$ cat src/rtl/loader_pkg.sv
// rtl/loader_pkg.sv - shared loader types and instruction memory geometry
package loader_pkg;

  localparam int          IMEM_AW   = 10;
  localparam int          INSTR_W   = 9;
  localparam logic [7:0]  SYNC_BYTE = 8'hA5;

  typedef enum logic [2:0] {
    S_IDLE,
    S_LEN_HI,
    S_LEN_LO,
    S_W_HI,
    S_W_LO,
    S_CHK,
    S_RUN,
    S_ERR
  } ld_state_t;

endpackage

$ cat src/rtl/frame_csum.sv
// rtl/frame_csum.sv - running XOR of frame bytes with clear and enable
module frame_csum (
  input  logic       CLK,
  input  logic       reset,
  input  logic       clr,
  input  logic       en,
  input  logic [7:0] din,
  output logic [7:0] csum
);

  always_ff @(posedge CLK or negedge reset) begin
    if (!reset)   csum <= 8'h00;
    else if (clr) csum <= 8'h00;
    else if (en)  csum <= csum ^ din;
  end

endmodule

$ cat src/rtl/prog_loader.sv
// rtl/prog_loader.sv - framed byte-stream writer for instruction memory
module prog_loader
  import loader_pkg::*;
#(
  parameter int         AW   = IMEM_AW,
  parameter int         IW   = INSTR_W,
  parameter logic [7:0] SYNC = SYNC_BYTE
) (
  input  logic          CLK,
  input  logic          reset,
  input  logic [7:0]    in_data,
  input  logic          in_valid,
  output logic          in_ready,
  output logic          wr_en,
  output logic [AW-1:0] wr_addr,
  output logic [IW-1:0] wr_data,
  output logic          core_start,
  output logic          done,
  output logic          err
);

  ld_state_t state_q, state_d;
  logic          rdy_q;
  logic [AW-1:0] len_q;
  logic [AW:0]   cnt_q, cnt_inc;
  logic          hi_q;
  logic          acc;
  logic          csum_clr, csum_en;
  logic [7:0]    csum;

  assign acc     = in_valid && rdy_q;
  assign cnt_inc = cnt_q + {{AW{1'b0}}, 1'b1};

  frame_csum u_csum (
    .CLK   (CLK),
    .reset (reset),
    .clr   (csum_clr),
    .en    (csum_en),
    .din   (in_data),
    .csum  (csum)
  );

  always_comb begin
    state_d  = state_q;
    csum_clr = 1'b0;
    csum_en  = 1'b0;
    if (acc) begin
      case (state_q)
        S_IDLE, S_RUN, S_ERR: begin
          // SYNC only resyncs between frames; inside a frame it is ordinary data
          if (in_data == SYNC) begin
            state_d  = S_LEN_HI;
            csum_clr = 1'b1;
          end
        end
        S_LEN_HI: begin
          csum_en = 1'b1;
          state_d = (|in_data[7:AW-8]) ? S_ERR : S_LEN_LO;
        end
        S_LEN_LO: begin
          csum_en = 1'b1;
          state_d = (|{len_q[AW-1:8], in_data}) ? S_W_HI : S_CHK;
        end
        S_W_HI: begin
          csum_en = 1'b1;
          state_d = (|in_data[7:1]) ? S_ERR : S_W_LO;
        end
        S_W_LO: begin
          csum_en = 1'b1;
          state_d = (cnt_inc == {1'b0, len_q}) ? S_CHK : S_W_HI;
        end
        S_CHK:   state_d = (in_data == csum) ? S_RUN : S_ERR;
        default: state_d = S_IDLE;
      endcase
    end
  end

  always_ff @(posedge CLK or negedge reset) begin
    if (!reset) begin
      state_q <= S_IDLE;
      rdy_q   <= 1'b0;
      len_q   <= '0;
      cnt_q   <= '0;
      hi_q    <= 1'b0;
      wr_en   <= 1'b0;
      wr_addr <= '0;
      wr_data <= '0;
    end else begin
      state_q <= state_d;
      rdy_q   <= 1'b1;
      wr_en   <= 1'b0;
      if (csum_clr) cnt_q <= '0;
      if (acc) begin
        case (state_q)
          S_LEN_HI: len_q[AW-1:8] <= in_data[AW-9:0];
          S_LEN_LO: len_q[7:0]    <= in_data;
          S_W_HI:   hi_q          <= in_data[0];
          S_W_LO: begin
            wr_en   <= 1'b1;
            wr_addr <= cnt_q[AW-1:0];
            wr_data <= {hi_q, in_data};
            cnt_q   <= cnt_inc;
          end
          default: ;
        endcase
      end
    end
  end

  assign in_ready   = rdy_q;
  assign core_start = (state_q != S_RUN);
  assign done       = (state_q == S_RUN);
  assign err        = (state_q == S_ERR);

endmodule

$ cat config.mk
export PLATFORM = sky130hd
export DESIGN_NAME = prog_loader
export DESIGN_NICKNAME = d
export VERILOG_FILES = /design/src/rtl/loader_pkg.sv /design/src/rtl/frame_csum.sv /design/src/rtl/prog_loader.sv
export SDC_FILE = /design/constraint.sdc
export NUM_CORES = 1
export LEC_CHECK = 0
export CAP_MARGIN = 20
export CORE_MARGIN = 3
export CORE_UTILIZATION = 46
export CTS_BUF_LIST = sky130_fd_sc_hd__clkbuf_16
export DETAILED_ROUTE_END_ITERATION = 10
export PLACE_DENSITY = 0.77
export SYNTH_ARGS = -nofsm -noshare
export SYNTH_HDL_FRONTEND = slang
export SYNTH_SLANG_ARGS = --single-unit
$ cat constraint.sdc
create_clock -name CLK -period 2.3 [get_ports CLK]
set_clock_uncertainty 0.05 [all_clocks]
set_input_delay 0.345 -clock CLK [delete_from_list [all_inputs] [get_ports CLK]]
set_output_delay 0.345 -clock CLK [all_outputs]
set_load 0.02 [all_outputs]
==> flow_summary_export.csv <==
group,metric,value,unit
synthesis,number_of_synthesized_flops_with_an_enable_pin,0,
synthesis,yosys.cell_count.top_type,"sky130_fd_sc_hd__nand2_1",
power_and_ir_drop,power_switching_share,0.351,
synthesis,syn_avg_cell_area,8.98,sq um
power_and_ir_drop,power-per-cell-area,1020,nW/um^2
detailed_routing,number_of_detailed_routing_iterations_run_before_antenna_repair,4,
power_and_ir_drop,clock_power_share,0.210,
power_and_ir_drop,power.static_leakage,1.51,nW
worst_setup_path,timing.critical_path.from,"state_q[2]",
synthesis,synth.yosys.warnings,0,
sta,fmax,449,MHz
worst_setup_path,arrival,1830,ps
final_layout,nFillCells,503,
synthesis,postSynth.asyncResetShare,1.00,
sta,setup_total_negative_slack,0,ps
detailed_routing,drt.antenna.violating_nets,0,
final_layout,inserted_diodes,0,
clock_network,clock_insertion_delay_at_the_later_pin_of_the_skew_report,290,ps
floorplan,pin_count,35,
floorplan,die_w,84.6,um
detailed_routing,route.detailed.drc,0,
power_and_ir_drop,peakVddDrop,0.000666,V
final_layout,final_layout_size_suffix_gt1_frac,0.128,
flow_run,cap_viol_max_count,0,
worst_setup_path,cp_data_required_time,1900,ps
synthesis,synth_fa_ha_area_frac,0.00441,
global_routing,maximum_number_of_pins_on_one_net_before_global_route_repair,37,
placement,place.port_buffers,34,
synthesis,synth.cells.most_frequent,"82 x sky130_fd_sc_hd__nand2_1, 54 x sky130_fd_sc_hd__dfrtp_1, 22 x sky130_fd_sc_hd__nor2_1",
clock_network,tritoncts,"done",
synthesis,synthDominantAreaCellType,"sky130_fd_sc_hd__dfrtp_1",
clock_network,post-cts-setup-buffer-count,0,
sta,report.final.slew_viol_count,0,
sta,min_cycle_time_layout,2230,ps
floorplan,die-area,7150,sq um
worst_setup_path,crit-reg2reg-launch,"cnt_q[1]",
floorplan,dieHeight,84.6,um
clock_network,htree_levels,2,
clock_network,num_cts_buffers,5,
clock_network,hold_buf_count_cts,0,
synthesis,yosys.cell_types.count,54,
floorplan,fp.coreArea,5740,sq um
clock_network,clk_path_buf_depth,2,
synthesis,muxShareOfSynthArea,0.0357,
synthesis,synth_top_cells_by_area,"sky130_fd_sc_hd__dfrtp_1 48%, sky130_fd_sc_hd__nand2_1 11%, sky130_fd_sc_hd__xnor2_1 4.3%",
sta,fraction_of_the_cycle_the_final_worst_path_needs,0.968,
detailed_routing,wire_per_inst,14.9,um
clock_network,clk_pin_slew,70,ps
synthesis,synth_ff_type,"sky130_fd_sc_hd__dfrtp_1",
global_routing,overflow_left_after_global_routing,0,
global_routing,grt_pass1_vias,2387,
clock_network,postCtsResizedCells,0,
synthesis,syn-num-nets,328,
power_and_ir_drop,share_seq_of_total_power,0.434,
placement,dpl.hpwl,4.44,mm
power_and_ir_drop,power.internal,2.30,mW
synthesis,synth_compound_area_frac,0.116,
final_layout,fin_nets,370,
global_routing,gr-usage-all-layers,0.187,
sta,setup_violations,0,
clock_network,cts_root_buf,"sky130_fd_sc_hd__clkbuf_16",
synthesis,synthSimpleGateAreaFrac,0.235,
floorplan,floorplan.rows,27,
detailed_routing,drt_wl_total,6.43,mm
power_and_ir_drop,share_comb_of_total_power,0.355,
worst_setup_path,r2r_setup_slack,160,ps
synthesis,synthesis.instances,316,
detailed_routing,initialDrtViolationCount,93,
final_layout,area.growth.synth_to_final,22.4,%
synthesis,xor_xnor_share_of_the_synthesized_area,0.0864,
synthesis,synth_top_area_share,0.476,
global_routing,number_of_antenna_violations_at_the_first_check_in_global_routing,0,
detailed_routing,num_vias,2358,
synthesis,synth_top_family_by_area,"simple AND/OR/NAND/NOR gates",
global_routing,grt_pass1_wl,11.0,mm
outcome,outcome,"completed",
floorplan,starting_density_of_the_core,0.494,
hold_path,min-delay-path-class,"in2async",
final_layout,finish.utilization,0.605,
worst_setup_path,path_type_of_the_worst_setup_path,"reg2out",
detailed_routing,post_drt_via_cell_ratio,5.47,
sta,grt_setup_unrepaired,"false",
power_and_ir_drop,net-switching-power,1.25,mW
worst_setup_path,critPathLaunchType,"flop",
clock_network,clock-sinks,54,
synthesis,synth.ff_latch_count,54,
synthesis,yosysSeqAreaShare,0.476,
synthesis,synth.cell_area,2840,sq um
worst_setup_path,critPathMaxFanout,11,
placement,routabilityCongestion,0.862,
sta,max_slew_headroom,0.611,
worst_setup_path,worst_setup_path_end_kind,"output pin",
sta,tightestPinTransition,584,ps
sta,finalHoldViolCount,0,
==> layout make-up <==
type | instances | area [sq um] | share of cell area
multi-input combinational | 236 | 1360 | 0.391
timing repair buffer | 55 | 505 | 0.145
sequential | 54 | 1350 | 0.389
inverter | 6 | 22.5 | 0.00648
clock inverter | 3 | 20.0 | 0.00576
tap | 72 | 90.1 | 0.0259
clock buffer | 5 | 125 | 0.0360
==> metrics by stage <==
step / hold WS, ps / total power, mW / area [sq um] / std cells / setup slack [ps]
finish: 4.24 / 3.55 / 3480 / 431 / 74.4
global route: 36.3 / 3.78 / 3480 / 431 / 3.66
CTS: 16.7 / 3.57 / 3470 / 431 / 50.7
detailed placement: 329 / 2.80 / 3330 / 423 / 35.0
global placement: 318 / 2.76 / 3330 / 423 / 96.5
floorplan: -0.591 / 2.35 / 2840 / 316 / 351
==> kinds of logic (layout without fill, tap and decap cells) <==
| family | count (synthesis) | in the layout |
|---|---|---|
| and+or+nand+nor | 144 | 144 |
| DFF | 54 | 54 |
| AOI/OAI and AO/OA | 53 | 53 |
| xor gates and xnor gates | 28 | 28 |
| buffers and inverters | 26 | 69 |
| muxes | 9 | 9 |
| adders and majority gates | 1 | 1 |
| other | 1 | 1 |
==> placed cells by master (no fill, tap or decap), types with 2 or more instances in the layout <==
cell,instances
sky130_fd_sc_hd__a21oi_1,6
sky130_fd_sc_hd__a31oi_1,3
sky130_fd_sc_hd__and4_1,2
sky130_fd_sc_hd__buf_4,20
sky130_fd_sc_hd__clkbuf_16,5
sky130_fd_sc_hd__clkdlybuf4s50_1,33
sky130_fd_sc_hd__clkinv_1,2
sky130_fd_sc_hd__dfrtp_1,53
sky130_fd_sc_hd__inv_1,5
sky130_fd_sc_hd__mux2_2,9
sky130_fd_sc_hd__nand2_1,82
sky130_fd_sc_hd__nand2b_1,2
sky130_fd_sc_hd__nand3_1,4
sky130_fd_sc_hd__nand3_2,2
sky130_fd_sc_hd__nand4_1,7
sky130_fd_sc_hd__nor2_1,22
sky130_fd_sc_hd__nor2b_1,3
sky130_fd_sc_hd__nor3_1,5
sky130_fd_sc_hd__nor4_1,2
sky130_fd_sc_hd__o211ai_1,2
sky130_fd_sc_hd__o21ai_0,19
sky130_fd_sc_hd__o21ai_1,3
sky130_fd_sc_hd__o21bai_1,2
sky130_fd_sc_hd__o22ai_1,4
sky130_fd_sc_hd__o31ai_1,3
sky130_fd_sc_hd__xnor2_1,14
sky130_fd_sc_hd__xor2_1,14
==> registers in the layout, indices dropped and copies added, names as in the netlist <==
signal       cells
in_ready         1
hi_q             1
wr_data          9
len_q           10
cnt_q           11
u_csum.csum      8
state_q          3
wr_en            1
wr_addr         10
==> layer usage <==
layer / GRT usage / part of all wire / up-vias
met2: 0.317 / 0.50 / 62
met3: 0.0353 / 0.042 / 6
li1: - / - / 1151
met5: 0 / 0 / -
met1: 0.247 / 0.45 / 1139
met4: 0.0460 / 0.0071 / 0
==> power by group through the flow <==
stage / clock network (mW) / logic, mW / registers (mW)
6_report: 0.746 / 1.26 / 1.54
5_1_grt: 0.802 / 1.40 / 1.58
4_1_cts: 0.762 / 1.27 / 1.54
3_5_place_dp: 0 / 1.26 / 1.54
3_3_place_gp: 0 / 1.22 / 1.54
2_1_floorplan: 0 / 0.793 / 1.56
==> worst paths after layout <==
path                              end  depth (start not counted)
max                              done                          4
min                        wr_addr[4]                          1
max reg2reg                state_q[1]                          7
min reg2reg                wr_addr[6]                          2
max in group asynchronous    cnt_q[1]                          2
min in group CLK           wr_addr[6]                          2
==> critical path, cell delays in order, from the launching register on <==
cell and delay, ps:
sky130_fd_sc_hd__dfrtp_1 530, sky130_fd_sc_hd__nand2_1 80, sky130_fd_sc_hd__or2_2 290, sky130_fd_sc_hd__inv_1 60, sky130_fd_sc_hd__clkdlybuf4s50_1 590
Note: power is estimated with default switching activity, not from simulation.
